`config.mk`:
```
export PLATFORM = sky130hd
export DESIGN_NAME = sig_gen_gate_flat
export DESIGN_NICKNAME = d
export VERILOG_FILES = /design/src/rtl/sig_gen_gate_if.sv /design/src/rtl/sig_gen_gate.sv /design/src/flat_wrapper.sv
export SDC_FILE = /design/constraint.sdc
export NUM_CORES = 1
export LEC_CHECK = 0
export ABC_CLOCK_PERIOD_IN_PS = 7500
export BUFFER_PORTS_ARGS = -buffer_cell sky130_fd_sc_hd__buf_2
export CAP_MARGIN = 15
export CELL_PAD_IN_SITES_DETAIL_PLACEMENT = 1
export CELL_PAD_IN_SITES_GLOBAL_PLACEMENT = 2
export CORE_MARGIN = 2
export CORE_UTILIZATION = 38
export CTS_CLUSTER_SIZE = 30
export DETAILED_ROUTE_END_ITERATION = 7
export GPL_TIMING_DRIVEN = 0
export PLACE_DENSITY = 0.82
export SLEW_MARGIN = 20
export SYNTH_ARGS = -nofsm -noshare
export SYNTH_HDL_FRONTEND = slang
export SYNTH_SLANG_ARGS = --single-unit
```
`constraint.sdc`:
```
create_clock -name clck -period 7.5 [get_ports clck]
set_clock_uncertainty 0.2 [all_clocks]
set_input_delay 0.375 -clock clck [delete_from_list [all_inputs] [get_ports clck]]
set_output_delay 0.375 -clock clck [all_outputs]
set_load 0.01 [all_outputs]
```
`src/rtl/sig_gen_gate_if.sv`:
```
// Configuration/control and result bundle between a stimulus driver and sig_gen_gate.
// master drives the config and strobes; slave (the generator) drives the waveform and status.
interface sig_gen_gate_if #(
    parameter int unsigned CNT_W = 32
);
    logic [CNT_W-1:0] half_period;
    logic [CNT_W-1:0] gate_len;
    logic             load;
    logic             start;
    logic             sigout;
    logic             gate;
    logic             busy;
    logic             done;
    logic [CNT_W-1:0] edge_cnt;

    modport master (
        output half_period, gate_len, load, start,
        input  sigout, gate, busy, done, edge_cnt
    );

    modport slave (
        input  half_period, gate_len, load, start,
        output sigout, gate, busy, done, edge_cnt
    );
endinterface

```
`src/rtl/sig_gen_gate.sv`:
```
// Square-wave source with a programmable gate window.
// Counts the sigout rising edges that fall inside the window.
module sig_gen_gate #(
    parameter int unsigned CNT_W = 32
) (
    input  logic            clck,
    input  logic            rst_n,
    sig_gen_gate_if.slave   bus
);
    localparam logic [0:0] IDLE = 1'b0;
    localparam logic [0:0] RUN  = 1'b1;

    logic [0:0]       r_state,     w_state_nxt;
    logic [CNT_W-1:0] r_hp,        w_hp_nxt;
    logic [CNT_W-1:0] r_gl,        w_gl_nxt;
    logic [CNT_W-1:0] r_div_cnt,   w_div_cnt_nxt;
    logic [CNT_W-1:0] r_win_cnt,   w_win_cnt_nxt;
    logic [CNT_W-1:0] r_edge_cnt,  w_edge_cnt_nxt;
    logic             r_sigout,    w_sigout_nxt;
    logic             r_gate,      w_gate_nxt;
    logic             r_busy,      w_busy_nxt;
    logic             r_done,      w_done_nxt;
    logic             w_load_acc;
    logic             w_start_acc;
    logic             w_rise;

    // State register: every output and counter lives here
    always_ff @(posedge clck or negedge rst_n) begin
        if (!rst_n) begin
            r_state    <= IDLE;
            r_hp       <= '0;
            r_gl       <= '0;
            r_div_cnt  <= '0;
            r_win_cnt  <= '0;
            r_edge_cnt <= '0;
            r_sigout   <= 1'b0;
            r_gate     <= 1'b0;
            r_busy     <= 1'b0;
            r_done     <= 1'b0;
        end else begin
            r_state    <= w_state_nxt;
            r_hp       <= w_hp_nxt;
            r_gl       <= w_gl_nxt;
            r_div_cnt  <= w_div_cnt_nxt;
            r_win_cnt  <= w_win_cnt_nxt;
            r_edge_cnt <= w_edge_cnt_nxt;
            r_sigout   <= w_sigout_nxt;
            r_gate     <= w_gate_nxt;
            r_busy     <= w_busy_nxt;
            r_done     <= w_done_nxt;
        end
    end

    // Next-state: config capture, free-running divider, window FSM, edge counter
    always_comb begin
        w_state_nxt    = r_state;
        w_hp_nxt       = r_hp;
        w_gl_nxt       = r_gl;
        w_div_cnt_nxt  = r_div_cnt;
        w_win_cnt_nxt  = r_win_cnt;
        w_edge_cnt_nxt = r_edge_cnt;
        w_sigout_nxt   = r_sigout;
        w_gate_nxt     = r_gate;
        w_busy_nxt     = r_busy;
        w_done_nxt     = 1'b0;

        w_load_acc  = bus.load && (r_state == IDLE);
        // load wins over a coincident start
        w_start_acc = bus.start && !bus.load && (r_state == IDLE) && (r_gl != '0);

        if (w_load_acc) begin
            w_hp_nxt      = bus.half_period;
            w_gl_nxt      = bus.gate_len;
            w_div_cnt_nxt = '0;
            w_sigout_nxt  = 1'b0;
        end else if (r_hp == '0) begin
            w_div_cnt_nxt = '0;
            w_sigout_nxt  = 1'b0;
        end else if (r_div_cnt == r_hp - CNT_W'(1)) begin
            w_div_cnt_nxt = '0;
            w_sigout_nxt  = ~r_sigout;
        end else begin
            w_div_cnt_nxt = r_div_cnt + CNT_W'(1);
        end

        case (r_state)
            IDLE: begin
                if (w_start_acc) begin
                    w_state_nxt    = RUN;
                    w_gate_nxt     = 1'b1;
                    w_busy_nxt     = 1'b1;
                    w_win_cnt_nxt  = r_gl - CNT_W'(1);
                    w_edge_cnt_nxt = '0;
                end
            end
            RUN: begin
                if (r_win_cnt == '0) begin
                    w_state_nxt = IDLE;
                    w_gate_nxt  = 1'b0;
                    w_busy_nxt  = 1'b0;
                    w_done_nxt  = 1'b1;
                end else begin
                    w_win_cnt_nxt = r_win_cnt - CNT_W'(1);
                end
            end
            default: w_state_nxt = IDLE;
        endcase

        // A rise counts only if gate is high after the same edge
        w_rise = w_sigout_nxt && !r_sigout;
        if (w_rise && w_gate_nxt && (w_edge_cnt_nxt != '1)) begin
            w_edge_cnt_nxt = w_edge_cnt_nxt + CNT_W'(1);
        end
    end

    assign bus.sigout   = r_sigout;
    assign bus.gate     = r_gate;
    assign bus.busy     = r_busy;
    assign bus.done     = r_done;
    assign bus.edge_cnt = r_edge_cnt;
endmodule

```
`src/flat_wrapper.sv`:
```
// flat-port wrapper written by rule: the top's interface ports become plain ports
module sig_gen_gate_flat 
#(
    parameter int unsigned CNT_W = 32
)
  (clck, rst_n, bus_half_period, bus_gate_len, bus_load, bus_start, bus_sigout, bus_gate, bus_busy, bus_done, bus_edge_cnt);
  sig_gen_gate_if #(.CNT_W(CNT_W)) bus_i ();
  input  logic clck;
  input  logic rst_n;
  input wire logic [$bits(bus_i.half_period)-1:0] bus_half_period;
  input wire logic [$bits(bus_i.gate_len)-1:0] bus_gate_len;
  input wire logic [$bits(bus_i.load)-1:0] bus_load;
  input wire logic [$bits(bus_i.start)-1:0] bus_start;
  output wire logic [$bits(bus_i.sigout)-1:0] bus_sigout;
  output wire logic [$bits(bus_i.gate)-1:0] bus_gate;
  output wire logic [$bits(bus_i.busy)-1:0] bus_busy;
  output wire logic [$bits(bus_i.done)-1:0] bus_done;
  output wire logic [$bits(bus_i.edge_cnt)-1:0] bus_edge_cnt;
  assign bus_i.half_period = bus_half_period;
  assign bus_i.gate_len = bus_gate_len;
  assign bus_i.load = bus_load;
  assign bus_i.start = bus_start;
  assign bus_sigout = bus_i.sigout;
  assign bus_gate = bus_i.gate;
  assign bus_busy = bus_i.busy;
  assign bus_done = bus_i.done;
  assign bus_edge_cnt = bus_i.edge_cnt;
  sig_gen_gate #(.CNT_W(CNT_W)) u_core (.clck(clck), .rst_n(rst_n), .bus(bus_i));
endmodule
```
==> metrics.log <==
[metrics] result of the run: finished clean
[metrics] Global Route met1 Usage: 0.308
[metrics] maximum buffer depth of the clock tree: 2
[metrics] Total Negative Setup Slacks: 0 ns
[metrics] routed wire length: 29,400 µm
[metrics] minimum period implied by the final worst setup slack: 6.92 ns
[metrics] kind of end point of the critical path: flop
[metrics] leading cell types in the layout, fill and taps excluded: 165 x dfrtp_1, 105 x buf_2, 91 x nor2_1
[metrics] Final setup viols: 0
[metrics] share of final-layout standard cells stronger than drive strength 1: 0.193
[metrics] met2 global-route usage: 0.396
[metrics] # Post-CTS Setup Buffers: 0
[metrics] drt first-iter violations: 425
[metrics] post-route standard cell area excluding fillers: 11,700 µm²
[metrics] fin util: 0.480
[metrics] antenna violations before repair: 0
[metrics] data required time of the critical path: 7.63 ns
[metrics] number of rows in the core area: 57
[metrics] number of remaining DRC errors: 0
[metrics] distinct cell type count after synthesis: 64
[metrics] drt wl/cell: 19.5 µm
[metrics] top_reg_cell synth: dfrtp_1
[metrics] placed wire-length estimate after detailed placement: 20,700 µm
[metrics] die area: 26,300 µm²
[metrics] x dimension of the die: 162 µm
[metrics] top fanout value on the critical path: 19
[metrics] max-capacitance violation count: 0
[metrics] leakage power total: 4.86 nW
[metrics] Rel. slew slack: 0.295
[metrics] DRT antenna net count: 0
[metrics] final worst path period share: 0.922
[metrics] Clock Power Share: 0.439
[metrics] number of sinks on the clock net: 165
[metrics] first-pass detailed-route iteration total: 4
[metrics] commonest non-fill, non-tap cell in the layout: dfrtp_1
[metrics] achievable clock frequency: 145 MHz
[metrics] Cell Int Power: 1.58 mW
[metrics] count of mapped cells out of synthesis: 986
[metrics] nets: 1,244
[metrics] Mapped Area: 9510 µm²
[metrics] H-tree depth: 4
[metrics] quantity of I/O buffers inserted on ports: 103
[metrics] most utilized layer in the global route result: met2
[metrics] endpoints failing hold: 0
[metrics] number of vias per cell: 5.57
[metrics] sequential share of the synthesized area: 0.434
[metrics] Layout area overhead: 23.5%
[metrics] total number of vias: 8,396
[metrics] met3 global-route usage: 0.0350
[metrics] post-route setup slack: 0.582 ns
[metrics] synthesized area divided by synthesized cell count: 9.64 µm²
[metrics] Comb pwr share: 0.096
[metrics] starting density of the core: 0.389
[metrics] worst-case reg-to-reg path depth: 16
[metrics] worst setup path class: flop to flop
[metrics] worst IR drop on VDD: 0.117 mV
[metrics] areal power density over the cells: 181 nW/µm²
[metrics] total global routing track utilization: 0.234
[metrics] net switching power figure: 0.539 mW
[metrics] worst hold stages: 2
[metrics] share of total power consumed by net switching: 0.254
[metrics] share of total power in sequential cells: 0.465
[metrics] Top Ports: 104
[metrics] placer's final routability congestion estimate: 0.838
[metrics] share of synthesized registers carrying an async set or reset: 1.00
[metrics] number of flops mapped to enable cells by yosys: 0
[metrics] fin. max-slew vios: 0
[metrics] warnings from Yosys: 0
[metrics] Critical Path Start Type: flop
[metrics] number of diodes: 0
[metrics] post-synth net total: 1,058
[metrics] clock-pin slew on the worst setup and hold paths: 0.06 ns
[metrics] vias in the first global route: 8,908
[metrics] Chip Height: 162 µm
[metrics] worst min-delay path category: primary input to flop
[metrics] clock latency at the later pin of the worst-skew pair: 0.44 ns
[metrics] Worst-Margin Slew: 1.04 ns
[metrics] number of storage elements in the synthesis netlist: 165
[metrics] CTS tree: yes
[metrics] dpl ws: -0.454 ns
[metrics] core region area: 24,500 µm²
[metrics] global-route wire length before repair: 48,400 µm
[metrics] aggregate global routing overflow: 0
[metrics] root buffer selected by CTS: clkbuf_16
[metrics] total power after layout: 2.12 mW
[metrics] Arrival @ worst endpoint: 7.05 ns
[metrics] setup repair after global routing missed its margin: no
[metrics] placed cell areas: 10,500 µm²
[metrics] maximum number of pins on one net before global-route repair: 86
[metrics] number of buffers created by CTS: 17
-- what timing repair did --
| item | in CTS | in global routing |
|---|---|---|
| setup endpoints to repair | 3 | 3 |
| hold endpoints to repair | 142 | 0 |
| hold buffers | 63 | 0 |
| gates resized for setup | 2 | 3 |
-- routing by layer --
layer | routed length [µm] | up-vias
met1 | 13300 | 4248
li1 | - | 3969
met3 | 1020 | 35
met2 | 14500 | 144
met4 | 596 | 0
met5 | 0 | -
-- worst paths after layout --
check                                   startpoint                       to  slack, ns
min in group asynchronous                    rst_n     u_core.r_win_cnt[11]       0.34
max                                 u_core.r_state     u_core.r_win_cnt[28]       0.58
max reg2reg                         u_core.r_state     u_core.r_win_cnt[28]       0.58
min reg2reg                u_core.bus.edge_cnt[26]  u_core.bus.edge_cnt[26]       0.35
min                                bus_gate_len[0]           u_core.r_gl[0]       0.04
max in group asynchronous                    rst_n     u_core.r_div_cnt[10]       5.88
-- cells in the mapped netlist, types with 4 or more instances --
cell | n | area share
nor2_1 | 91 | 0.036
nor4_1 | 25 | 0.016
clkbuf_1 | 39 | 0.015
a221oi_1 | 10 | 0.0092
or4_1 | 21 | 0.017
or2_2 | 6 | 0.0039
o22ai_1 | 22 | 0.014
a21oi_1 | 52 | 0.027
inv_1 | 9 | 0.0036
o31ai_1 | 9 | 0.0071
nand2b_1 | 15 | 0.0099
nand3b_1 | 4 | 0.0032
xor2_1 | 57 | 0.053
o21a_1 | 5 | 0.0039
mux2i_1 | 8 | 0.0084
dfrtp_1 | 165 | 0.43
nor2b_1 | 9 | 0.0059
mux2_2 | 67 | 0.079
or3_1 | 27 | 0.018
nor4b_1 | 4 | 0.0037
o211ai_1 | 8 | 0.0063
nand4_1 | 19 | 0.013
and2_1 | 8 | 0.0053
nand2_1 | 54 | 0.021
and3_1 | 18 | 0.012
nor3_1 | 40 | 0.021
o21ai_0 | 28 | 0.015
nand3_1 | 37 | 0.019
ha_1 | 4 | 0.0053
xnor2_1 | 66 | 0.061
nor3b_1 | 9 | 0.0071
-- cell families after synthesis --
group,Yosys count,share of synthesized area
xor+xnor,123,0.113
simple gates,399,0.224
fa+ha+maj,4,0.00526
compound gates,165,0.111
mux,76,0.0890
flops,165,0.434
buf+inv,54,0.0232
-- per-stage QoR --
step                      cells  hold slack, ns
after floorplan             986          -0.121
after global placement     1413           0.316
after detailed placement   1415           0.224
after CTS                  1508         0.00788
after global routing       1508          0.0160
final                      1508          0.0418
-- worst max-delay path, stage by stage, from the launching register on --
cell and delay [ns]:
dfrtp_1 0.41, clkbuf_1 0.41, clkbuf_2 0.37, clkbuf_1 0.42
clkbuf_1 0.43, buf_1 0.54, clkbuf_2 0.55, mux2i_1 0.25
ha_1 0.27, o221ai_1 0.36, nor3_2 0.45, o211ai_1 0.32
or3_1 0.50, a211oi_1 0.46, nor3b_1 0.46, xnor2_1 0.11
a221oi_1 0.29
-- power by group through the flow --
stage	combinational (mW)	clock, mW	sequential, mW
after floorplan	0.113	0	0.982
after global placement	0.171	0	1.00
after detailed placement	0.181	0	1.00
after CTS	0.206	0.958	0.986
after global routing	0.229	0.991	0.994
final	0.205	0.933	0.987
-- sequential cells by signal, indices dropped and copies added, names as in the netlist --
| name | count |
|---|---|
| u_core.r_gl | 32 |
| u_core.bus.gate | 1 |
| u_core.r_win_cnt | 32 |
| u_core.bus.busy | 1 |
| u_core.bus.edge_cnt | 32 |
| u_core.r_div_cnt | 32 |
| u_core.bus.done | 1 |
| u_core.r_state | 1 |
| u_core.bus.sigout | 1 |
| u_core.r_hp | 32 |
-- cell type report --
type	instances	area (µm²)
clock buffers	20	467
plain buffers	44	185
fillers	2811	12700
clock inverters	11	151
flip-flops and latches	165	4130
inverters	9	33.8
multi-input cells	767	5180
repair buffers	168	1190
well taps	324	405
Power figures use the tool's default switching activity.
